===== src/rtl/mac_learning_table.sv =====
// Learning forwarding table: per request, scans all entries once, learns or
// refreshes the source MAC against its ingress port and returns the egress
// port mask for the destination MAC. Entries age out on a periodic tick.
//   clock, reset_n          : single clock, synchronous active-low reset
//   request_*               : valid/ready request (source MAC, destination MAC, ingress port)
//   age_tick                : aging strobe, latched until the next sweep starts
//   response_*              : valid/ready response (egress mask, destination hit)
//   entry_count             : number of valid entries
//   table_full_drop         : one-cycle pulse when a new source could not be learned
module mac_learning_table #(
  parameter int unsigned NUMBER_OF_PORTS = 4,
  parameter int unsigned TABLE_ENTRIES   = 8,
  parameter int unsigned AGE_WIDTH       = 4,
  parameter int unsigned AGE_LIMIT       = 10,
  localparam int unsigned PORT_WIDTH  = (NUMBER_OF_PORTS > 1) ? $clog2(NUMBER_OF_PORTS) : 1,
  localparam int unsigned COUNT_WIDTH = $clog2(TABLE_ENTRIES + 1)
) (
  input  logic                       clock,
  input  logic                       reset_n,
  input  logic                       request_valid,
  output logic                       request_ready,
  input  logic [47:0]                request_source_mac,
  input  logic [47:0]                request_destination_mac,
  input  logic [PORT_WIDTH-1:0]      request_source_port,
  input  logic                       age_tick,
  output logic                       response_valid,
  input  logic                       response_ready,
  output logic [NUMBER_OF_PORTS-1:0] response_port_mask,
  output logic                       response_hit,
  output logic [COUNT_WIDTH-1:0]     entry_count,
  output logic                       table_full_drop
);

  localparam int unsigned INDEX_WIDTH = $clog2(TABLE_ENTRIES);
  localparam logic [INDEX_WIDTH-1:0] LAST_INDEX = INDEX_WIDTH'(TABLE_ENTRIES - 1);

  localparam logic [2:0] ST_IDLE      = 3'd0;
  localparam logic [2:0] ST_SCAN      = 3'd1;
  localparam logic [2:0] ST_UPDATE    = 3'd2;
  localparam logic [2:0] ST_RESPOND   = 3'd3;
  localparam logic [2:0] ST_AGE_SWEEP = 3'd4;

  // Table storage
  logic                  tbl_valid [TABLE_ENTRIES];
  logic [47:0]           tbl_mac   [TABLE_ENTRIES];
  logic [PORT_WIDTH-1:0] tbl_port  [TABLE_ENTRIES];
  logic [AGE_WIDTH-1:0]  tbl_age   [TABLE_ENTRIES];

  // Control state
  logic [2:0]             state_q,       state_d;
  logic [INDEX_WIDTH-1:0] index_q,       index_d;
  logic                   age_pending_q, age_pending_d;
  logic [47:0]            src_mac_q,     src_mac_d;
  logic [47:0]            dst_mac_q,     dst_mac_d;
  logic [PORT_WIDTH-1:0]  src_port_q,    src_port_d;
  logic                   src_hit_q,     src_hit_d;
  logic [INDEX_WIDTH-1:0] src_idx_q,     src_idx_d;
  logic                   dst_hit_q,     dst_hit_d;
  logic [PORT_WIDTH-1:0]  dst_port_q,    dst_port_d;
  logic                   free_found_q,  free_found_d;
  logic [INDEX_WIDTH-1:0] free_idx_q,    free_idx_d;

  logic                       ready_d;
  logic                       resp_valid_d;
  logic [NUMBER_OF_PORTS-1:0] mask_d;
  logic                       hit_d;
  logic [COUNT_WIDTH-1:0]     count_d;
  logic                       drop_d;

  // Table write controls
  logic                   wr_en;
  logic [INDEX_WIDTH-1:0] wr_idx;
  logic                   inval_en;
  logic                   age_inc_en;

  // One-hot of a port index; indices beyond the port count produce no bit
  function automatic logic [NUMBER_OF_PORTS-1:0] port_onehot(input logic [PORT_WIDTH-1:0] p);
    logic [NUMBER_OF_PORTS-1:0] r;
    for (int i = 0; i < NUMBER_OF_PORTS; i++) r[i] = (32'(p) == 32'(i));
    return r;
  endfunction

  // Next-state and output logic
  always_comb begin
    state_d       = state_q;
    index_d       = index_q;
    age_pending_d = age_pending_q;
    src_mac_d     = src_mac_q;
    dst_mac_d     = dst_mac_q;
    src_port_d    = src_port_q;
    src_hit_d     = src_hit_q;
    src_idx_d     = src_idx_q;
    dst_hit_d     = dst_hit_q;
    dst_port_d    = dst_port_q;
    free_found_d  = free_found_q;
    free_idx_d    = free_idx_q;
    resp_valid_d  = response_valid;
    mask_d        = response_port_mask;
    hit_d         = response_hit;
    count_d       = entry_count;
    drop_d        = 1'b0;
    wr_en         = 1'b0;
    wr_idx        = src_idx_q;
    inval_en      = 1'b0;
    age_inc_en    = 1'b0;

    case (state_q)
      ST_IDLE: begin
        if (age_pending_q) begin
          state_d = ST_AGE_SWEEP;
          index_d = '0;
        end else if (request_valid && request_ready) begin
          src_mac_d    = request_source_mac;
          dst_mac_d    = request_destination_mac;
          src_port_d   = request_source_port;
          src_hit_d    = 1'b0;
          dst_hit_d    = 1'b0;
          free_found_d = 1'b0;
          index_d      = '0;
          state_d      = ST_SCAN;
        end
      end

      ST_SCAN: begin
        if (tbl_valid[index_q]) begin
          if (tbl_mac[index_q] == src_mac_q) begin
            src_hit_d = 1'b1;
            src_idx_d = index_q;
          end
          if (tbl_mac[index_q] == dst_mac_q) begin
            dst_hit_d  = 1'b1;
            dst_port_d = tbl_port[index_q];
          end
        end else if (!free_found_q) begin
          free_found_d = 1'b1;
          free_idx_d   = index_q;
        end
        if (index_q == LAST_INDEX) state_d = ST_UPDATE;
        else                       index_d = index_q + INDEX_WIDTH'(1);
      end

      ST_UPDATE: begin
        // Multicast sources (I/G bit set) are never learned
        if (!src_mac_q[40]) begin
          if (src_hit_q) begin
            wr_en  = 1'b1;
            wr_idx = src_idx_q;
          end else if (free_found_q) begin
            wr_en   = 1'b1;
            wr_idx  = free_idx_q;
            count_d = entry_count + COUNT_WIDTH'(1);
          end else begin
            drop_d = 1'b1;
          end
        end
        // Mask reflects the table as it was before this request's learn
        if (dst_mac_q[40] || !dst_hit_q) begin
          mask_d = ~port_onehot(src_port_q);
          hit_d  = 1'b0;
        end else if (dst_port_q == src_port_q) begin
          mask_d = '0;
          hit_d  = 1'b1;
        end else begin
          mask_d = port_onehot(dst_port_q);
          hit_d  = 1'b1;
        end
        resp_valid_d = 1'b1;
        state_d      = ST_RESPOND;
      end

      ST_RESPOND: begin
        if (response_ready) begin
          resp_valid_d = 1'b0;
          state_d      = ST_IDLE;
        end
      end

      ST_AGE_SWEEP: begin
        if (tbl_valid[index_q]) begin
          if (tbl_age[index_q] == AGE_WIDTH'(AGE_LIMIT)) begin
            inval_en = 1'b1;
            count_d  = entry_count - COUNT_WIDTH'(1);
          end else begin
            age_inc_en = 1'b1;
          end
        end
        if (index_q == LAST_INDEX) state_d = ST_IDLE;
        else                       index_d = index_q + INDEX_WIDTH'(1);
      end

      default: state_d = ST_IDLE;
    endcase

    // Starting a sweep consumes the pending tick; a tick in that same cycle is
    // absorbed, any later tick re-arms the flag for a follow-up sweep
    if (state_q == ST_IDLE && age_pending_q) age_pending_d = 1'b0;
    else if (age_tick)                       age_pending_d = 1'b1;

    ready_d = (state_d == ST_IDLE) && !age_pending_d;
  end

  // Control and output registers
  always_ff @(posedge clock) begin
    if (!reset_n) begin
      state_q            <= ST_IDLE;
      index_q            <= '0;
      age_pending_q      <= 1'b0;
      src_mac_q          <= '0;
      dst_mac_q          <= '0;
      src_port_q         <= '0;
      src_hit_q          <= 1'b0;
      src_idx_q          <= '0;
      dst_hit_q          <= 1'b0;
      dst_port_q         <= '0;
      free_found_q       <= 1'b0;
      free_idx_q         <= '0;
      request_ready      <= 1'b0;
      response_valid     <= 1'b0;
      response_port_mask <= '0;
      response_hit       <= 1'b0;
      entry_count        <= '0;
      table_full_drop    <= 1'b0;
    end else begin
      state_q            <= state_d;
      index_q            <= index_d;
      age_pending_q      <= age_pending_d;
      src_mac_q          <= src_mac_d;
      dst_mac_q          <= dst_mac_d;
      src_port_q         <= src_port_d;
      src_hit_q          <= src_hit_d;
      src_idx_q          <= src_idx_d;
      dst_hit_q          <= dst_hit_d;
      dst_port_q         <= dst_port_d;
      free_found_q       <= free_found_d;
      free_idx_q         <= free_idx_d;
      request_ready      <= ready_d;
      response_valid     <= resp_valid_d;
      response_port_mask <= mask_d;
      response_hit       <= hit_d;
      entry_count        <= count_d;
      table_full_drop    <= drop_d;
    end
  end

  // Table storage updates
  always_ff @(posedge clock) begin
    if (!reset_n) begin
      for (int i = 0; i < TABLE_ENTRIES; i++) begin
        tbl_valid[i] <= 1'b0;
        tbl_mac[i]   <= '0;
        tbl_port[i]  <= '0;
        tbl_age[i]   <= '0;
      end
    end else begin
      if (wr_en) begin
        tbl_valid[wr_idx] <= 1'b1;
        tbl_mac[wr_idx]   <= src_mac_q;
        tbl_port[wr_idx]  <= src_port_q;
        tbl_age[wr_idx]   <= '0;
      end
      if (inval_en)   tbl_valid[index_q] <= 1'b0;
      if (age_inc_en) tbl_age[index_q]   <= tbl_age[index_q] + AGE_WIDTH'(1);
    end
  end

endmodule

===== config.mk =====
export PLATFORM = sky130hd
export DESIGN_NAME = mac_learning_table
export DESIGN_NICKNAME = d
export VERILOG_FILES = /design/src/rtl/mac_learning_table.sv
export SDC_FILE = /design/constraint.sdc
export NUM_CORES = 1
export LEC_CHECK = 0
export BUFFER_PORTS_ARGS = -buffer_cell sky130_fd_sc_hd__buf_4
export CORE_ASPECT_RATIO = 1.75
export CORE_MARGIN = 5
export CORE_UTILIZATION = 30
export DETAILED_ROUTE_END_ITERATION = 12
export GPL_TIMING_DRIVEN = 1
export PLACE_DENSITY_LB_ADDON = 0.12
export SETUP_SLACK_MARGIN = 0.05
export SYNTH_ARGS = -nofsm -noshare
export SYNTH_HDL_FRONTEND = slang
export SYNTH_SLANG_ARGS = --single-unit

===== constraint.sdc =====
create_clock -name clock -period 8.4 [get_ports clock]
set_input_delay 1.26 -clock clock [delete_from_list [all_inputs] [get_ports clock]]
set_output_delay 1.26 -clock clock [all_outputs]
set_load 0.02 [all_outputs]

==> results of run 1 <==
## power groups by stage
| stage | logic, mW | registers (mW) | clock network, mW |
|---|---|---|---|
| after floorplan | 0.245 | 3.19 | 0 |
| after global placement | 0.393 | 3.23 | 0 |
| after detailed placement | 0.395 | 3.23 | 0 |
| after CTS | 0.396 | 3.17 | 2.68 |
| after global routing | 0.416 | 3.18 | 2.79 |
| final | 0.386 | 3.17 | 2.62 |
## per-stage QoR
stage | power [mW] | setup WS [ns]
floorplan | 3.44 | 4.12
global placement | 3.62 | 2.82
detailed placement | 3.63 | 2.75
CTS | 6.25 | 3.18
global route | 6.38 | 3.03
finish | 6.17 | 3.24
## per-layer routing
| metal | part of all wire (%) | vias up |
|---|---|---|
| li1 | - | 7648 |
| met1 | 40 | 8509 |
| met2 | 51 | 460 |
| met3 | 4.4 | 131 |
| met4 | 3.9 | 0 |
| met5 | 0 | - |
## worst min path at each step
stage,slack (ns),start,end
floorplan,0.43,tbl_valid[3]$_DFF_P_,tbl_valid[3]$_DFF_P_
global placement,0.45,response_port_mask[1]$_SDFFE_PN0N_,response_port_mask[1]$_SDFFE_PN0N_
detailed placement,0.45,response_port_mask[2]$_SDFFE_PN0N_,response_port_mask[2]$_SDFFE_PN0N_
CTS,0.46,response_port_mask[2]$_SDFFE_PN0N_,response_port_mask[2]$_SDFFE_PN0N_
global route,0.48,response_port_mask[2]$_SDFFE_PN0N_,response_port_mask[2]$_SDFFE_PN0N_
finish,0.46,response_port_mask[2]$_SDFFE_PN0N_,response_port_mask[2]$_SDFFE_PN0N_
## cells by family after synthesis
| logic type | count (synthesis) | synth area share (%) |
|---|---|---|
| AND/OR/NAND/NOR | 848 | 17.0 |
| flip-flops | 571 | 60.2 |
| AO/OA/AOI/OAI | 221 | 4.85 |
| buffers and inverters | 197 | 3.49 |
| multiplexers | 189 | 11.3 |
| XOR/XNOR | 84 | 2.81 |
| adder cells (fa/ha/maj) | 7 | 0.363 |
| other | 1 | 0.0143 |
## registers in the layout, summed over array words and instances, names as in the netlist, 2 cells and up, named ones only
register / count
tbl_mac: 384
tbl_valid: 8
dst_port_q: 2
src_idx_q: 3
entry_count: 4
src_port_q: 2
src_mac_q: 48
index_q: 3
free_idx_q: 3
state_q: 3
tbl_port: 16
dst_mac_q: 48
response_port_mask: 4
tbl_age: 32
## cells in the final DEF, fill, tap and decap left out, types with 6 or more instances in the layout
cell / n
nor2b_1: 10
mux4_2: 75
nand3_1: 24
and2_1: 237
dfxtp_1: 136
mux2_2: 16
nand4_1: 14
clkbuf_1: 19
a22oi_1: 19
and3_1: 146
clkbuf_8: 9
nand2b_1: 7
o22ai_1: 8
clkinv_2: 9
mux2i_1: 88
edfxtp_1: 432
xnor2_1: 19
nand2_1: 247
inv_1: 10
ha_1: 6
buf_4: 136
clkbuf_16: 61
a21oi_1: 142
nor4_1: 13
nor2_1: 91
nor3_1: 13
conb_1: 8
o21ai_0: 15
xor2_1: 65
a22o_1: 7
or3_1: 6
## cell type report
class	count	area, um^2	share of cell area, %
Clock inverter	16	139	0.466
Clock buffer	92	1740	5.82
Multi-Input combinational cell	1357	9610	32.2
Sequential cell	571	15800	52.9
Inverter	14	55.1	0.185
Timing Repair Buffer	138	1060	3.56
Tap cell	1160	1450	4.87
## worst min-delay path, stage by stage, from the launching register on
cell,delay (ns)
dfxtp_1,0.31
nand2_1,0.05
a21oi_1,0.05
==> run_results.csv, run 1 <==
group,metric,value,unit
floorplanning,core,0.0868,mm^2
power_and_ir_drop,switching_share,23.4,%
placed_design,io_buffers,114,
cells_and_area,num_antenna_cells,0,
logic_synthesis,yosys.cell_count.top_type,"edfxtp_1",
routing,routedWlPerCell,26.0,um
timing,tightest_slew,1.22,ns
logic_synthesis,postSynthRegisterBits,571,
clock_network,cts-htree-levels,2,
placed_design,post-place-cells,3240,
worst_setup_path,crit_fanout,70,
status,outcome,"complete, no violations",
routing,drc,0,
worst_setup_path,crit_slowest_cell,"nand2_2",
grt,antenna_found_initial,2,
logic_synthesis,synth_ff_type,"edfxtp_1",
worst_setup_path,critPathMaxStageDelay,0.98,ns
logic_synthesis,ys_async_sr_fraction,0,%
power_and_ir_drop,peakVddDrop,0.000148,V
timing,hold_viol_final,0,
clock_network,cts_sinks,571,
grt,met1_usage,22.3,%
timing,fin_setup_tns,0,ns
logic_synthesis,synth.top_cells.by_count,"edfxtp_1 (432), nand2_1 (255), and2_1 (237)",
worst_setup_path,r2r-start,"state_q[1]$_SDFF_PN0_",
clock_network,clk_pin_slew_worst_paths,0.07,ns
worst_setup_path,path_cells,"or3b_1 -> or3_1 -> mux2i_4 -> buf_12 -> nand2_1 -> nand2_2 -> buf_4",
routing,viasPerCell,5.00,
worst_setup_path,r2r-end,"tbl_mac[0][13]$_SDFFCE_PN0P_",
clock_network,ctsLongestPathBuffers,3,
worst_setup_path,crit_path_start_kind,"register",
clock_network,root_buffer,"clkbuf_16",
worst_setup_path,cp.required,8.69,ns
logic_synthesis,synth_top_area_cell,"edfxtp_1",
routing,drt_iter0_markers,1117,
timing,holdWs,0.459,ns
floorplanning,fp.dieW,233,um
grt,grt_pass1_wl,125000,um
logic_synthesis,synth_area,0.0262,mm^2
cells_and_area,nets,2249,
worst_setup_path,cp-startpoint,"state_q[1]$_SDFF_PN0_",
grt,grt_remaining_overflow,0,
timing,period_needed,5.16,ns
worst_setup_path,path_class,"register to register",
worst_setup_path,cp-endpoint,"tbl_mac[0][13]$_SDFFCE_PN0P_",
timing,slew_headroom,18.4,%
worst_setup_path,cp.arrival,5.46,ns
logic_synthesis,synth_edf_count,432,
timing,finalClockSkew,0.0310,ns
logic_synthesis,yosysWarnings,0,
logic_synthesis,syn-mean-instance-area,12.4,um^2
power_and_ir_drop,seq_power_share,51.3,%
routing,first_pass_iters,7,
flow_run,cap_viol_max_count,0,
power_and_ir_drop,p_switching,1.44,mW
routing,wirelength,87000,um
cells_and_area,finish.utilization,34.4,%
routing,antenna_left,0,
hold_path,min_path_type,"register to register",
worst_setup_path,crit_family,"simple AND/OR/NAND/NOR gates",
power_and_ir_drop,combPwrFrac,6.2,%
worst_setup_path,r2r_slack,3.24,ns
routing,vias,16700,
floorplanning,die_h,401,um
power_and_ir_drop,p_leak,10.8,nW
cells_and_area,fillers,8604,
cells_and_area,area_growth_syn_to_layout,13.9,%
power_and_ir_drop,p_int,4.73,mW
hold_path,holdPathStages,2,
floorplanning,fp-row-count,143,
logic_synthesis,synth_cells,2118,
clock_network,insertion_delay,0.65,ns
timing,fmax,0.194,GHz
cells_and_area,stdcell_count,3348,
placed_design,hpwl,52700,um
logic_synthesis,synth_cell_type_count,73,
clock_network,ctsResizeCount,0,
clock_network,tritoncts,"done",
grt,grt_max_degree,99,
power_and_ir_drop,p_clk_share,42.4,%
logic_synthesis,ys_seq_area_share,60.2,%
logic_synthesis,synth_top_area_share,49.6,%
cells_and_area,final_layout_size_suffix_gt1_share,16.2,%
placed_design,placed_cell_area,0.0279,mm^2
grt,grt.busiest_layer,"met2",
clock_network,cts_buffers,57,
timing,setup_violations,0,
placed_design,place_congestion,0.806,
floorplanning,start_util,30.2,%
timing,slew_viol_final,0,
grt,met3_usage,2.68,%
floorplanning,io_pins,115,
worst_setup_path,path_buf_inv,2,
grt,grt_usage,18.3,%
timing,rsz0062_at_grt,"no",
logic_synthesis,synthTopCellsByArea,"edfxtp_1 (50%), dfxtp_1 (11%), mux4_2 (6.5%)",
grt,grt_pass1_vias,17500,
clock_network,post-cts-setup-buffers,0,
power_and_ir_drop,p_per_area,207,mW/mm^2
worst_setup_path,endpoint_kind,"register",
timing,final.period_utilization,61.5,%
grt,globalRouteMet2Util,32.6,%
cells_and_area,design_area,0.0298,mm^2
worst_setup_path,r2r_cells,7,
floorplanning,dieArea,0.0935,mm^2
clock_network,hold_buffers,0,
worst_setup_path,critical_path_depth,7,
No activity file was read; power rests on OpenSTA's default activity.
==> inputs of run 2 (changes only) <==
==> constraint.sdc (replaced) <==
create_clock -name clock -period 4.4 [get_ports clock]
set_input_delay 0.66 -clock clock [delete_from_list [all_inputs] [get_ports clock]]
set_output_delay 0.66 -clock clock [all_outputs]
set_load 0.02 [all_outputs]
==> run 2 against run 1 <==
Against the previous run: setup slack worse by 2.7 ns; hold slack worse by 0.19 ns; cell count is 1.5% higher; global-route usage is 0.98 points higher; sequential power is 91% higher; count of clock-buffer cells in the layout is 1 lower; combinational power is 110% higher; via count is 1.8% higher; maximum frequency is 33% higher; wire length is 5.1% higher; first-iteration DRC count is 6.3% lower; clock power is 86% higher; critical endpoint is now dst_port_q[1]$_SDFFE_PN0P_; highest routed layer unchanged.
==> run_results.csv, run 2 (synthesized netlist as in run 1, its figures left out) <==
group,metric,value,unit
timing,hold_viol_final,0,
power_and_ir_drop,p_total,11.7,mW
floorplanning,fp-row-count,143,
clock_network,tritoncts,"done",
timing,finalClockSkew,0.0249,ns
worst_setup_path,path_class,"register to register",
cells_and_area,final_cell_mix,"edfxtp_1 (432), nand2_1 (247), and2_1 (237)",
cells_and_area,largest_reg_flops,384,
floorplanning,dieArea,0.0935,mm^2
clock_network,hold_buffers,0,
clock_network,cts_buffers,57,
clock_network,post-cts-setup-buffers,0,
placed_design,io_buffers,114,
routing,drc,0,
grt,grt_pass1_vias,17600,
clock_network,insertion_delay,0.64,ns
placed_design,place_congestion,0.856,
clock_network,ctsResizeCount,0,
cells_and_area,fillers,8508,
hold_path,min_path_type,"input pin to register",
timing,final.period_utilization,88.2,%
floorplanning,die_h,401,um
timing,rsz0062_at_grt,"no",
clock_network,cts_sinks,571,
timing,setup_ws,0.520,ns
placed_design,hpwl,58800,um
cells_and_area,top_register,"tbl_mac",
cells_and_area,finish.utilization,34.9,%
clock_network,root_buffer,"clkbuf_16",
placed_design,dpl_worst_slack,0.455,ns
worst_setup_path,cp.arrival,4.37,ns
timing,fmax,0.258,GHz
timing,slew_viol_final,0,
routing,antenna_left,0,
routing,vias,17000,
cells_and_area,mostFrequentLayoutCell,"edfxtp_1",
power_and_ir_drop,peakVddDrop,0.000275,V
floorplanning,start_util,30.2,%
cells_and_area,area_growth_syn_to_layout,15.6,%
routing,routedWlPerCell,26.9,um
cells_and_area,final_layout_size_suffix_gt1_share,18.2,%
routing,wirelength,91400,um
timing,slew_headroom,33.9,%
grt,grt_pass1_wl,131000,um
placed_design,post-place-cells,3292,
status,outcome,"complete, no violations",
worst_setup_path,crit_path_start_kind,"register",
worst_setup_path,endpoint_kind,"register",
cells_and_area,nets,2301,
floorplanning,core,0.0868,mm^2
timing,fin_setup_tns,0,ns
timing,setup_violations,0,
grt,grt_max_degree,78,
clock_network,clk_pin_slew_worst_paths,0.07,ns
power_and_ir_drop,p_leak,11.0,nW
cells_and_area,reg.largest.list,"tbl_mac x384, dst_mac_q x48, src_mac_q x48",
timing,period_needed,3.88,ns
flow_run,cap_viol_max_count,0,
worst_setup_path,crit_fanout,34,
floorplanning,fp.dieW,233,um
routing,viasPerCell,5.02,
routing,drt_iter0_markers,1047,
clock_network,ctsLongestPathBuffers,3,
grt,grt_usage,19.2,%
clock_network,cts-htree-levels,2,
grt,grt_remaining_overflow,0,
worst_setup_path,cp.required,4.89,ns
timing,tightest_slew,0.991,ns
power_and_ir_drop,p_per_area,387,mW/mm^2
floorplanning,io_pins,115,
routing,first_pass_iters,5,
cells_and_area,stdcell_count,3398,
grt,antenna_found_initial,1,
run 2: changes by cell type in the layout (fill, tap and decap cells not counted), moves of 2 or more:
cell and delta:
buf_12 +9, clkinv_1 -2, buf_4 +43, clkbuf_2 -2
clkinv_2 +4, clkbuf_8 +4, inv_6 -3, bufinv_16 -2
clkbuf_1 -2
run 2: area by class of cell:
type	instances	area (um^2)	share of cell area (%)
clock inverters	14	71.3	0.236
flip-flops and latches	571	15800	52.1
repair buffers	190	1560	5.17
clock buffers	91	1750	5.78
diodes	1	2.50	0.00827
multi-input cells	1357	9610	31.7
inverters	14	55.1	0.182
well taps	1160	1450	4.80
run 2: per-layer routing:
layer  wire [um]  track usage (%)  vias up
met3        3230             2.28      143
met2       48100             34.7      433
li1            -                -     7739
met1       36400             23.4     8731
met4        3730             7.16        0
met5           0                0        -
run 2: final timing paths:
check / cells past startpoint / slack, ns / start / to
hold reg to reg: 2 / 0.45 / response_port_mask[2]$_SDFFE_PN0N_ / response_port_mask[2]$_SDFFE_PN0N_
hold / removal: 3 / 0.27 / request_destination_mac[21] / dst_mac_q[21]$_SDFFE_PN0P_
setup reg to reg: 8 / 0.52 / register / dst_port_q[1]$_SDFFE_PN0P_
setup / recovery: 8 / 0.52 / register / dst_port_q[1]$_SDFFE_PN0P_
run 2: power by group:
group	internal [mW]	total [mW]	switching, mW
combinational	0.305	0.794	0.489
sequential	5.94	6.06	0.116
clock	2.71	4.88	2.16
run 2: through the flow:
stage               hold WS (ns)  instance area, um^2
finish                     0.273                30300
global route               0.253                30300
CTS                        0.240                30300
detailed placement         0.447                28400
global placement           0.449                28400
floorplan                  0.431                26200
run 2: worst max-delay path: stages (launching register included):
cell	delay, ns
dfxtp_4	0.85
buf_4	0.44
mux4_2	0.57
mux2i_1	0.26
xor2_1	0.46
nand4_1	0.25
or4_1	0.48
nor4_1	0.32
nor3_1	0.07
==> inputs of run 3 (changes only) <==
--- a/config.mk
+++ b/config.mk
@@ -12,6 +12,7 @@
 export DETAILED_ROUTE_END_ITERATION = 12
 export GPL_TIMING_DRIVEN = 1
 export PLACE_DENSITY_LB_ADDON = 0.12
+export RECOVER_POWER = 25
 export SETUP_SLACK_MARGIN = 0.05
 export SYNTH_ARGS = -nofsm -noshare
 export SYNTH_HDL_FRONTEND = slang
==> run 3 against run 2 <==
Against the previous run: the run now ends with max-capacitance violations, max-slew violations left; clock power hardly changed; first-iteration DRC count is 2.3% lower; die area stayed put; count of clock-buffer cells in the layout stayed put; global-route usage stayed put; wire length hardly changed.
==> run_results.csv, run 3 (synthesized netlist as in run 1, its figures left out) <==
group,metric,value,unit
routing,wirelength,91500,um
worst_setup_path,path_cells,"or3b_1 -> or3_1 -> mux2i_1 -> buf_4 -> nand2_1 -> nand2_2 -> buf_4",
power_and_ir_drop,p_per_area,389,mW/mm^2
placed_design,hpwl,58800,um
worst_setup_path,critPathMaxStageDelay,0.78,ns
grt,antenna_found_initial,1,
clock_network,ctsResizeCount,0,
hold_path,min_from,"request_destination_mac[21]",
clock_network,cts_sinks,571,
timing,fin_setup_tns,0,ns
worst_setup_path,crit_slowest_cell,"mux2i_1",
clock_network,post-cts-setup-buffers,0,
worst_setup_path,critPathMostFrequentCell,"buf_4",
cells_and_area,largest_reg_flops,384,
clock_network,insertion_delay,0.64,ns
floorplanning,dieArea,0.0935,mm^2
routing,routedWlPerCell,26.9,um
status,violations,"max-capacitance violations, max-slew violations",
worst_setup_path,r2r_slack,0.30,ns
routing,antenna_left,0,
worst_setup_path,r2r_cells,7,
routing,vias,17100,
routing,drt_iter0_markers,1023,
timing,finalClockSkew,0.0234,ns
cells_and_area,reg.largest.list,"tbl_mac x384, dst_mac_q x48, src_mac_q x48",
clock_network,clk_pin_slew_worst_paths,0.07,ns
grt,grt_remaining_overflow,0,
clock_network,tritoncts,"done",
timing,slew_headroom,-117,%
timing,period_needed,4.10,ns
power_and_ir_drop,peakVddDrop,0.000278,V
power_and_ir_drop,p_leak,10.9,nW
placed_design,place_congestion,0.856,
grt,grt_max_degree,78,
floorplanning,start_util,30.2,%
status,outcome,"finished with violations",
timing,setup_violations,0,
timing,final.period_utilization,93.2,%
worst_setup_path,endpoint_kind,"register",
cells_and_area,final_cell_mix,"edfxtp_1 (432), nand2_1 (248), and2_1 (208)",
timing,hold_viol_final,0,
floorplanning,io_pins,115,
timing,slew_viol_final,90,
clock_network,ctsLongestPathBuffers,3,
grt,grt_usage,19.2,%
power_and_ir_drop,p_total,11.7,mW
routing,viasPerCell,5.02,
worst_setup_path,path_class,"register to register",
grt,grt_pass1_wl,131000,um
hold_path,hold_end,"dst_mac_q[21]$_SDFFE_PN0P_",
worst_setup_path,crit_fanout,42,
floorplanning,die_h,401,um
clock_network,hold_buffers,0,
worst_setup_path,r2r-start,"state_q[1]$_SDFF_PN0_",
timing,tightest_slew,3.26,ns
floorplanning,fp-row-count,143,
clock_network,root_buffer,"clkbuf_16",
grt,grt_pass1_vias,17600,
cells_and_area,area_growth_syn_to_layout,15.2,%
cells_and_area,top_register,"tbl_mac",
floorplanning,fp.dieW,233,um
flow_run,cap_viol_max_count,2,
placed_design,io_buffers,114,
routing,drc,0,
floorplanning,core,0.0868,mm^2
clock_network,cts-htree-levels,2,
routing,first_pass_iters,5,
cells_and_area,final_layout_size_suffix_gt1_share,17.0,%
worst_setup_path,cp.required,4.67,ns
hold_path,min_path_type,"input pin to register",
worst_setup_path,crit_path_start_kind,"register",
hold_path,holdPathStages,3,
cells_and_area,nets,2301,
timing,fmax,0.244,GHz
worst_setup_path,cp.arrival,4.37,ns
worst_setup_path,r2r-end,"tbl_mac[5][12]$_SDFFCE_PN0P_",
clock_network,cts_buffers,57,
timing,rsz0062_at_grt,"no",
cells_and_area,mostFrequentLayoutCell,"edfxtp_1",
==> run 3: cell count changes in the layout (fill, tap and decap cells not counted), sizes merged <==
| cell | previous run | this run |
|---|---|---|
| buf | 190 | 168 |
| diode | 1 | 2 |
| inv | 12 | 11 |
| clkbuf | 91 | 113 |
| clkinvlp | 0 | 1 |
==> run 3: final cells by class <==
type	instances	area [um^2]
fillers	8534	56600
inverters	14	53.8
well taps	1160	1450
clock buffers	91	1750
repair buffers	190	1480
flip-flops and latches	571	15800
clock inverters	14	71.3
diodes	2	5.00
multi-input cells	1357	9570
==> run 3: worst max path at each step <==
stage	start	slack (ns)	to
6_report	state_q[1]$_SDFF_PN0_	0.30	tbl_mac[5][12]$_SDFFCE_PN0P_
5_1_grt	state_q[1]$_SDFF_PN0_	0.21	tbl_mac[5][9]$_SDFFCE_PN0P_
4_1_cts	register	0.43	dst_port_q[1]$_SDFFE_PN0P_
3_5_place_dp	register	0.45	dst_port_q[1]$_SDFFE_PN0P_
3_3_place_gp	register	0.37	dst_port_q[1]$_SDFFE_PN0P_
2_1_floorplan	register	0.12	tbl_mac[2][0]$_SDFFCE_PN0P_
==> run 3: metrics by stage <==
stage                     instance area, um^2  utilization, %  cells  hold WS [ns]  setup WS [ns]
after global routing                    30100            34.7   3397         0.253          0.210
after detailed placement                28400            32.8   3292         0.447          0.455
after global placement                  28400            32.8   3292         0.449          0.366
after floorplan                         26200               -   2125         0.431          0.123
after CTS                               30300            34.9   3397         0.240          0.432
final                                   30200            34.7   3399         0.273          0.301
==> run 3: worst max-delay path: cells and delay by family (launching register included) <==
family                 cells  cell delay, ns
AND/OR/NAND/NOR            4            1.42
flip-flops                 1            0.46
multiplexers               1            0.78
buffers and inverters      2            1.01
==> run 3: per-layer routing <==
layer	global-route usage, %	vias up	share of wire [%]
li1	-	7743	-
met1	23.4	8688	40
met2	34.7	473	52
met3	2.28	150	3.8
met4	7.16	0	4.1
met5	0	-	0
==> run 3: power breakdown <==
part | switching [mW] | total [mW] | leakage [nW] | internal, mW
clock network | 2.17 | 4.88 | 0.912 | 2.71
registers | 0.116 | 6.06 | 5.58 | 5.94
logic | 0.488 | 0.791 | 4.43 | 0.303
